## src/rtl/cong_noi_tiep.sv

```systemverilog
// Digit-serial N-bit adder: streams one 2-bit digit per clock through cong_2bit, LSB first.
// Optional build macro CONG_OVF_EN adds a registered two's-complement overflow output (ovf).

module cong_2bit (
    input  logic [1:0] A,
    input  logic [1:0] B,
    input  logic       Cin,
    output logic [1:0] S,
    output logic       C2
);
    assign {C2, S} = {1'b0, A} + {1'b0, B} + {2'b00, Cin};
endmodule

// Handshakes: a transfer happens on a rising clk edge where both valid and ready are high;
// start_ready is high only in IDLE, done_valid only in DONE, and sum_out/cout only change on RUN->DONE or reset.
module cong_noi_tiep #(
    parameter int N = 8
) (
    input  logic         clk,
    input  logic         rst,
    input  logic         start_valid,
    output logic         start_ready,
    input  logic [N-1:0] a_in,
    input  logic [N-1:0] b_in,
    input  logic         cin,
    output logic [N-1:0] sum_out,
    output logic         cout,
    output logic         done_valid,
    input  logic         done_ready,
    output logic         busy
`ifdef CONG_OVF_EN
    ,
    output logic         ovf
`endif
);
    localparam int D  = N / 2;
    localparam int CW = (D > 1) ? $clog2(D) : 1;

    typedef enum logic [1:0] {
        IDLE = 2'd0,
        RUN  = 2'd1,
        DONE = 2'd2
    } state_t;

    state_t         state_q, state_d;
    logic [N-1:0]   a_sh_q, a_sh_d;
    logic [N-1:0]   b_sh_q, b_sh_d;
    logic [N-1:0]   sum_sh_q, sum_sh_d;
    logic           carry_q, carry_d;
    logic [CW-1:0]  cnt_q, cnt_d;
    logic [N-1:0]   sum_q, sum_d;
    logic           cout_q, cout_d;

    logic [1:0]     slice_s;
    logic           slice_c2;
    logic [N-1:0]   sum_shift;

    cong_2bit u_slice (
        .A   (a_sh_q[1:0]),
        .B   (b_sh_q[1:0]),
        .Cin (carry_q),
        .S   (slice_s),
        .C2  (slice_c2)
    );

`ifdef CONG_OVF_EN
    logic a_msb_q, a_msb_d;
    logic b_msb_q, b_msb_d;
    logic ovf_q, ovf_d;
`endif

    // Partial sum fills from the top, so after D digits digit 0 lands at bits [1:0].
    always_comb begin
        sum_shift = sum_sh_q >> 2;
        sum_shift[N-1 -: 2] = slice_s;
    end

    always_comb begin
        state_d  = state_q;
        a_sh_d   = a_sh_q;
        b_sh_d   = b_sh_q;
        sum_sh_d = sum_sh_q;
        carry_d  = carry_q;
        cnt_d    = cnt_q;
        sum_d    = sum_q;
        cout_d   = cout_q;
`ifdef CONG_OVF_EN
        a_msb_d  = a_msb_q;
        b_msb_d  = b_msb_q;
        ovf_d    = ovf_q;
`endif
        case (state_q)
            IDLE: begin
                if (start_valid) begin
                    a_sh_d   = a_in;
                    b_sh_d   = b_in;
                    sum_sh_d = '0;
                    carry_d  = cin;
                    cnt_d    = '0;
`ifdef CONG_OVF_EN
                    a_msb_d  = a_in[N-1];
                    b_msb_d  = b_in[N-1];
`endif
                    state_d  = RUN;
                end
            end
            RUN: begin
                a_sh_d   = a_sh_q >> 2;
                b_sh_d   = b_sh_q >> 2;
                sum_sh_d = sum_shift;
                carry_d  = slice_c2;
                cnt_d    = cnt_q + CW'(1);
                if (cnt_q == CW'(D - 1)) begin
                    sum_d   = sum_shift;
                    cout_d  = slice_c2;
`ifdef CONG_OVF_EN
                    ovf_d   = (a_msb_q == b_msb_q) && (sum_shift[N-1] != a_msb_q);
`endif
                    state_d = DONE;
                end
            end
            DONE: begin
                if (done_ready) begin
                    state_d = IDLE;
                end
            end
            default: begin
                state_d = IDLE;
            end
        endcase
    end

    always_ff @(posedge clk) begin
        if (rst) begin
            state_q  <= IDLE;
            a_sh_q   <= '0;
            b_sh_q   <= '0;
            sum_sh_q <= '0;
            carry_q  <= 1'b0;
            cnt_q    <= '0;
            sum_q    <= '0;
            cout_q   <= 1'b0;
`ifdef CONG_OVF_EN
            a_msb_q  <= 1'b0;
            b_msb_q  <= 1'b0;
            ovf_q    <= 1'b0;
`endif
        end else begin
            state_q  <= state_d;
            a_sh_q   <= a_sh_d;
            b_sh_q   <= b_sh_d;
            sum_sh_q <= sum_sh_d;
            carry_q  <= carry_d;
            cnt_q    <= cnt_d;
            sum_q    <= sum_d;
            cout_q   <= cout_d;
`ifdef CONG_OVF_EN
            a_msb_q  <= a_msb_d;
            b_msb_q  <= b_msb_d;
            ovf_q    <= ovf_d;
`endif
        end
    end

    assign start_ready = (state_q == IDLE);
    assign done_valid  = (state_q == DONE);
    assign busy        = (state_q != IDLE);
    assign sum_out     = sum_q;
    assign cout        = cout_q;
`ifdef CONG_OVF_EN
    assign ovf         = ovf_q;
`endif

endmodule

```

## config.mk

```make
export PLATFORM = sky130hd
export DESIGN_NAME = cong_noi_tiep
export DESIGN_NICKNAME = d
export VERILOG_FILES = /design/src/rtl/cong_noi_tiep.sv
export SDC_FILE = /design/constraint.sdc
export NUM_CORES = 1
export LEC_CHECK = 0
export CAP_MARGIN = 5
export CELL_PAD_IN_SITES_DETAIL_PLACEMENT = 0
export CELL_PAD_IN_SITES_GLOBAL_PLACEMENT = 1
export CORE_UTILIZATION = 40
export DETAILED_ROUTE_END_ITERATION = 10
export GPL_TIMING_DRIVEN = 0
export PLACE_DENSITY = 0.83
export SYNTH_ARGS = -nofsm -noshare
export SYNTH_HDL_FRONTEND = slang
export SYNTH_SLANG_ARGS = --single-unit
```

## constraint.sdc

```tcl
create_clock -name clk -period 3.9 [get_ports clk]
set_input_delay 0.585 -clock clk [delete_from_list [all_inputs] [get_ports clk]]
set_output_delay 0.585 -clock clk [all_outputs]
set_load 0.1 [all_outputs]
```

==> out/summary.json, run 1 <==
{
  "ctsLongestPathBuffers": 2,
  "r2r_start": "a_sh_q[0]",
  "core_region_area_mm2": 0.00366,
  "worst-slew-pin-transition_ns": 0.971,
  "vias": 1247,
  "min_to": "sum_out[0]",
  "area.sequential_um2": 721,
  "port_buffers": 31,
  "most-common-layout-cells": "dfxtp_1, clkdlybuf4s50_1, inv_1, a21oi_1, nor2_1",
  "gpl.final_weighted_congestion": 0.781,
  "hold_class": "flip-flop to flip-flop",
  "cp.arrival_ns": 2.10,
  "routedWlPerCell_um": 12.8,
  "die_w_um": 64.0,
  "cts_root_buf": "clkbuf_8",
  "fill_cells": 338,
  "die_area_mm2": 0.00409,
  "io_pins": 33,
  "detailroute.wirelength.met3_um": 164,
  "cp_data_required_time_ns": 3.31,
  "grt_remaining_overflow": 0,
  "postCtsHoldBufs": 0,
  "placement.cell_area_mm2": 0.00191,
  "post_cts.repair.setup_buffers": 0,
  "avgViaCountPerCell": 5.03,
  "clock-sinks": 36,
  "n_antenna_cell": 0,
  "number_of_storage_elements_in_the_synthesis_netlist": 36,
  "cts_max_level": 2,
  "r2r_slack_ns": 2.14,
  "p_per_area_mw_per_mm2": 395,
  "start_util_pct": 41.9,
  "critical_path.endpoint_type": "output pin",
  "maximum_clock_frequency_ghz": 0.373,
  "global_route.usage.total_pct": 17.4,
  "met2_length_um": 1430,
  "yosysUniqueCellTypes": 30,
  "final_design_area_no_fill_mm2": 0.00200,
  "min_delay_path_depth": 2,
  "power_leakage_nw": 0.748,
  "largest_net_degree_at_the_start_of_global_routing": 12,
  "areaGrowthSynthToFinish_pct": 30.2,
  "cells_on_worst_reg2reg_path": 6,
  "clock_tree_from_tritoncts": "done",
  "detailedRoute.firstPassIterationCount": 4,
  "setup-violations-final": 0,
  "rsz0062_at_grt": "false",
  "postRouteWirelength_um": 3190,
  "dp_hpwl_um": 2330,
  "final_cycle_share_pct": 68.8,
  "hold_path_startpoint": "sum_sh_q[2]",
  "dr.max_layer_used": "met4",
  "post-route-min-period_ns": 2.68,
  "status": "finished, final reports clean",
  "mapped_nets": 185,
  "maxCapViolCount": 0,
  "final-hold-violation-count": 0,
  "maxSlewViolCount": 0,
  "clock_skew_ns": 0.00243,
  "ys_seq_area_share_pct": 46.9,
  "worstSetupPathType": "flip-flop to output pin",
  "yosys_warnings": 0,
  "whs_ns": 0.458,
  "first_global_vias": 1144,
  "dieHeight_um": 64.0,
  "final_nets": 223,
  "drive_gt1_share_pct": 18.5,
  "drc": 0,
  "clock_latency_ns": 0.29,
  "cts.reportedPaths.clkPinSlew_ns": 0.07,
  "antenna_found_initial": 0,
  "syn-cell-area_mm2": 0.00154,
  "synthesis.area_per_instance_um2": 9.54,
  "tns_ns": 0,
  "finalCoreUtilization_pct": 54.6,
  "postSynthCellCount": 161,
  "vdd.ir_drop.worst_mv": 0.269,
  "std_cell_rows": 22,
  "detail_route.iter0.violations": 60,
  "global_route_wire_length_before_repair_um": 5240,
  "crit_path_max_fanout": 10,
  "critical_path.startpoint_type": "flip-flop",
  "met1Wirelength_um": 1530,
  "postRouteAntennaNets": 0,
  "power_mw": 0.790,
  "final_common_cell": "dfxtp_1",
  "multi_input_comb_area_um2": 649,
  "number_of_buffers_added_by_the_clock_tree_synthesis_step": 5,
  "postCtsResizedCells": 0,
  "maxSlewHeadroom_pct": 35.1,
  "r2r-end": "sum_sh_q[7]"
}
==> how the worst max path moves through the flow <==
stage                     depth (start not counted)          to        from
after floorplan                                   2  done_valid  state_q[1]
after global placement                            3  done_valid  state_q[1]
after detailed placement                          3  done_valid  state_q[1]
after CTS                                         3  done_valid  state_q[1]
after global routing                              3  done_valid  state_q[1]
final                                             3  done_valid  state_q[1]
==> registers in the layout, summed over array words and instances (netlist names) <==
register,cells
cout,1
carry_q,1
state_q,2
sum_sh_q,6
a_sh_q,8
cnt_q,2
sum_out,8
b_sh_q,8
==> cells in the mapped netlist (all sizes together) <==
library cell / count / area [um^2]
inv: 21 / 78.8
clkbuf: 2 / 17.5
ha: 1 / 12.5
nand2: 14 / 55.1
a21oi: 21 / 105
and3b: 1 / 10.0
nand2b: 1 / 6.26
a22oi: 10 / 75.1
nor3: 1 / 5.00
nand3b: 1 / 7.51
a211oi: 3 / 37.5
fa: 2 / 40.0
o221a: 13 / 146
nor3b: 1 / 7.51
mux2i: 2 / 20.0
nor2b: 2 / 20.0
nor2: 17 / 85.1
dfxtp: 36 / 721
buf: 10 / 68.8
o21bai: 1 / 7.51
a32oi: 1 / 8.76
==> area by class of cell <==
class                   count  share of cell area (%)
plain buffers              12                    4.32
clock buffers               7                    4.32
clock inverters             1                   0.375
inverters                  21                    3.94
multi-input cells          92                    32.5
flip-flops and latches     36                    36.0
well taps                  48                    3.00
repair buffers             31                    15.5
==> routing by layer <==
layer / GRT usage [%] / vias up
li1: - / 627
met1: 22.9 / 584
met2: 25.0 / 30
met3: 6.25 / 6
met4: 8.52 / 0
met5: 0 / -
==> where the power goes <==
part           leakage, nW  total, mW  switching, mW  internal [mW]
logic                0.409      0.122         0.0637         0.0581
registers            0.295      0.397         0.0104          0.386
clock network       0.0445      0.272          0.128          0.143
total                0.748      0.790          0.202          0.588
==> critical path, stage by stage, from the launching register on <==
cell	delay, ns
dfxtp_1	0.33
buf_6	0.16
nor2b_1	0.17
clkdlybuf4s50_1	1.15
==> stage by stage <==
| stage | instances | setup WS, ns |
|---|---|---|
| finish | 248 | 1.22 |
| global route | 248 | 1.10 |
| floorplan | 161 | 1.46 |
| global placement | 240 | 1.53 |
| CTS | 248 | 1.20 |
| detailed placement | 240 | 1.52 |
==> kinds of logic after synthesis <==
group / count (synthesis) / synth area share, %
fa+ha+maj: 3 / 3.42
mux: 2 / 1.30
simple gates: 38 / 12.8
flops: 36 / 46.9
compound gates: 49 / 24.8
buf+inv: 33 / 10.8
Note: power is estimated with default switching activity, not from simulation.
==> run 2: changes to the inputs <==
--- a/config.mk
+++ b/config.mk
@@ -8,10 +8,10 @@
 export CAP_MARGIN = 5
 export CELL_PAD_IN_SITES_DETAIL_PLACEMENT = 0
 export CELL_PAD_IN_SITES_GLOBAL_PLACEMENT = 1
-export CORE_UTILIZATION = 40
+export CORE_UTILIZATION = 34
 export DETAILED_ROUTE_END_ITERATION = 10
 export GPL_TIMING_DRIVEN = 0
-export PLACE_DENSITY = 0.83
+export PLACE_DENSITY = 0.76
 export SYNTH_ARGS = -nofsm -noshare
 export SYNTH_HDL_FRONTEND = slang
 export SYNTH_SLANG_ARGS = --single-unit
==> constraint.sdc (replaced) <==
create_clock -name clk -period 2.2 [get_ports clk]
set_input_delay 0.33 -clock clk [delete_from_list [all_inputs] [get_ports clk]]
set_output_delay 0.33 -clock clk [all_outputs]
set_load 0.1 [all_outputs]
==> run 2 against run 1 <==
Against the previous run:
- final cell count increased by 1.6%
- sequential power up 78%
- utilization is 7.3 points lower
- critical path type unchanged
==> out/summary.json, run 2 (synthesis results as in run 1) <==
{
  "hold_path_startpoint": {"value": "rst", "change": "was sum_sh_q[2]"},
  "final-hold-violation-count": {"value": 0, "change": "unchanged"},
  "maxSlewViolCount": {"value": 0, "change": "unchanged"},
  "avgViaCountPerCell": {"value": 4.92, "change": "was 5.03"},
  "final_nets": {"value": 223, "change": "unchanged"},
  "cts_max_level": {"value": 2, "change": "unchanged"},
  "power_leakage": {"value": 0.786, "unit": "nW", "change": "was 0.748 nW"},
  "status": {"value": "finished, final reports clean", "change": "unchanged"},
  "placement.cell_area": {"value": 0.00191, "unit": "mm^2", "change": "about the same"},
  "post-route-min-period_ns": 2.14,
  "vdd.ir_drop.worst": {"value": 0.562, "unit": "mV", "change": "was 0.269 mV"},
  "clock_skew": {"value": 0.00993, "unit": "ns", "change": "was 0.00243 ns"},
  "gpl.final_weighted_congestion": {"value": 0.777, "change": "was 0.781"},
  "tns": {"value": 0, "unit": "ns", "change": "unchanged"},
  "cts.reportedPaths.clkPinSlew": {"value": 0.07, "unit": "ns", "change": "about the same"},
  "critical_path.startpoint_type": {"value": "flip-flop", "change": "unchanged"},
  "global_route.usage.total": {"value": 15.6, "unit": "%", "change": "was 17.4%"},
  "io_pins": {"value": 33, "change": "unchanged"},
  "worstSetupPathType": {"value": "flip-flop to output pin", "change": "unchanged"},
  "drc": {"value": 0, "change": "unchanged"},
  "crit_path_max_fanout": {"value": 2, "change": "was 10"},
  "first_global_vias": {"value": 1244, "change": "was 1,144"},
  "r2r_start": {"value": "a_sh_q[0]", "change": "unchanged"},
  "ctsLongestPathBuffers": {"value": 2, "change": "unchanged"},
  "p_per_area": {"value": 836, "unit": "mW/mm^2", "change": "was 395 mW/mm^2"},
  "final_common_cell": {"value": "dfxtp_1", "change": "unchanged"},
  "clock_latency": {"value": 0.29, "unit": "ns", "change": "about the same"},
  "largest_net_degree_at_the_start_of_global_routing": {"value": 13, "change": "was 12"},
  "cp.arrival": {"value": 1.81, "unit": "ns", "change": "was 2.10 ns"},
  "areaGrowthSynthToFinish": {"value": 34.3, "unit": "%", "change": "was 30.2%"},
  "crit_path_max_incr_delay": {"value": 1.15, "unit": "ns", "change": "about the same"},
  "rsz0062_at_grt": {"value": "false", "change": "unchanged"},
  "timing.critical_path.max_delay_family": {"value": "buffers and inverters", "change": "unchanged"},
  "detail_route.iter0.violations": {"value": 51, "change": "was 60"},
  "postRouteAntennaNets": {"value": 0, "change": "unchanged"},
  "start_util": {"value": 35.3, "unit": "%", "change": "was 41.9%"},
  "global_route_wire_length_before_repair": {"value": 5880, "unit": "um", "change": "was 5240 um"},
  "cpMaxStageDelayCell": {"value": "clkdlybuf4s50_1", "change": "unchanged"},
  "maxCapViolCount": {"value": 0, "change": "unchanged"},
  "die_area": {"value": 0.00479, "unit": "mm^2", "change": "was 0.00409 mm^2"},
  "routedWlPerCell": {"value": 13.4, "unit": "um", "change": "was 12.8 um"},
  "post_cts.repair.setup_buffers": {"value": 0, "change": "unchanged"},
  "crit_path_cell_trace": {"value": "clkdlybuf4s50_1", "change": "was buf_6 > nor2b_1 > clkdlybuf4s50_1"},
  "final_cycle_share_pct": 97.1,
  "hold_class": {"value": "input port to flip-flop", "change": "was flip-flop to flip-flop"},
  "dieHeight": {"value": 69.2, "unit": "um", "change": "was 64.0 um"},
  "crit_path_launch": {"value": "sum_out[7]", "change": "was state_q[1]"},
  "cp_data_required_time": {"value": 1.87, "unit": "ns", "change": "was 3.31 ns"},
  "cp.buffers_inverters": {"value": 1, "change": "was 2"},
  "vias": {"value": 1241, "change": "was 1,247"},
  "grt_remaining_overflow": {"value": 0, "change": "unchanged"},
  "postRouteWirelength": {"value": 3390, "unit": "um", "change": "was 3190 um"},
  "std_cell_rows": {"value": 24, "change": "was 22"},
  "clock_tree_from_tritoncts": {"value": "done", "change": "unchanged"},
  "final_design_area_no_fill": {"value": 0.00206, "unit": "mm^2", "change": "was 0.00200 mm^2"},
  "setup-violations-final": {"value": 0, "change": "unchanged"},
  "port_buffers": {"value": 31, "change": "unchanged"},
  "antenna_found_initial": {"value": 0, "change": "unchanged"},
  "drive_gt1_share": {"value": 19.5, "unit": "%", "change": "was 18.5%"},
  "number_of_buffers_added_by_the_clock_tree_synthesis_step": {"value": 5, "change": "unchanged"},
  "maxSlewHeadroom": {"value": 35.5, "unit": "%", "change": "was 35.1%"},
  "die_w": {"value": 69.2, "unit": "um", "change": "was 64.0 um"},
  "dp_hpwl": {"value": 2480, "unit": "um", "change": "was 2330 um"},
  "core_region_area": {"value": 0.00435, "unit": "mm^2", "change": "was 0.00366 mm^2"},
  "cts_root_buf": {"value": "clkbuf_8", "change": "unchanged"},
  "detailedRoute.firstPassIterationCount": {"value": 4, "change": "unchanged"},
  "critical_path.endpoint_type": {"value": "output pin", "change": "unchanged"},
  "clock-sinks": {"value": 36, "change": "unchanged"},
  "maximum_clock_frequency_ghz": 0.468,
  "most-common-layout-cells": {"value": "dfxtp_1, clkdlybuf4s50_1, inv_1, a21oi_1, nor2_1", "change": "unchanged"},
  "worst-slew-pin-transition": {"value": 0.965, "unit": "ns", "change": "was 0.971 ns"},
  "n_antenna_cell": {"value": 0, "change": "unchanged"}
}
==> run 2: cell count changes in the layout (fill, tap and decap cells not counted) <==
cell and change:
clkinvlp_4 -1, clkdlybuf4s50_1 -3, dlygate4sd2_1 +2, clkbuf_2 +1, clkbuf_1 -1, clkbuf_8 -1, bufinv_16 +3
==> run 2: area by class of cell <==
cell class / instances / area, um^2
clock buffer: 5 / 68.8
inverter: 21 / 78.8
sequential: 36 / 721
timing repair buffer: 31 / 303
multi-input combinational: 92 / 649
clock inverter: 3 / 90.1
tap: 52 / 65.1
fill: 406 / 2290
buffer: 12 / 86.3
==> run 2: worst min-delay path, cell delays in order <==
cell and delay [ns]:
buf_2 0.18, a21oi_1 0.06, o221a_2 0.11
==> run 2: timing repair <==
action / 4_1_cts / 5_1_grt
hold buffers: 0 / 0
endpoints found under the setup margin: 3 / 1
gates resized for setup: 4 / 1
==> run 2: worst paths after layout <==
| check | to | slack [ns] | depth (start not counted) |
|---|---|---|---|
| max | sum_out[7] | 0.06 | 1 |
| min | a_sh_q[4] | 0.44 | 3 |
| max reg2reg | sum_sh_q[7] | 0.44 | 6 |
| min reg2reg | sum_out[0] | 0.45 | 2 |
==> run 2: routing by layer <==
layer	vias up	routed length, um	part of all wire, %	GRT usage [%]
met5	-	0	0	0
met4	0	54	1.6	6.12
met3	4	110	3.2	4.51
met2	25	1600	47	23.9
met1	585	1620	48	20.6
li1	627	-	-	-
==> run 2: power breakdown <==
group | internal, mW | switching (mW)
Clock | 0.567 | 0.239
Sequential | 0.685 | 0.0199
Combinational | 0.100 | 0.113
Total | 1.35 | 0.372
==> run 2: metrics by stage <==
step                util, %  std cells  total power [mW]  worst slack [ns]  hold slack, ns
floorplan                 -        161             0.859           0.00547           0.432
global placement       43.9        244             0.930            0.0907           0.445
detailed placement     43.9        244             0.935            0.0388           0.453
CTS                    47.5        252              1.74            0.0199           0.426
global route           47.4        252              1.80            0.0214           0.465
finish                 47.4        252              1.72            0.0637           0.442
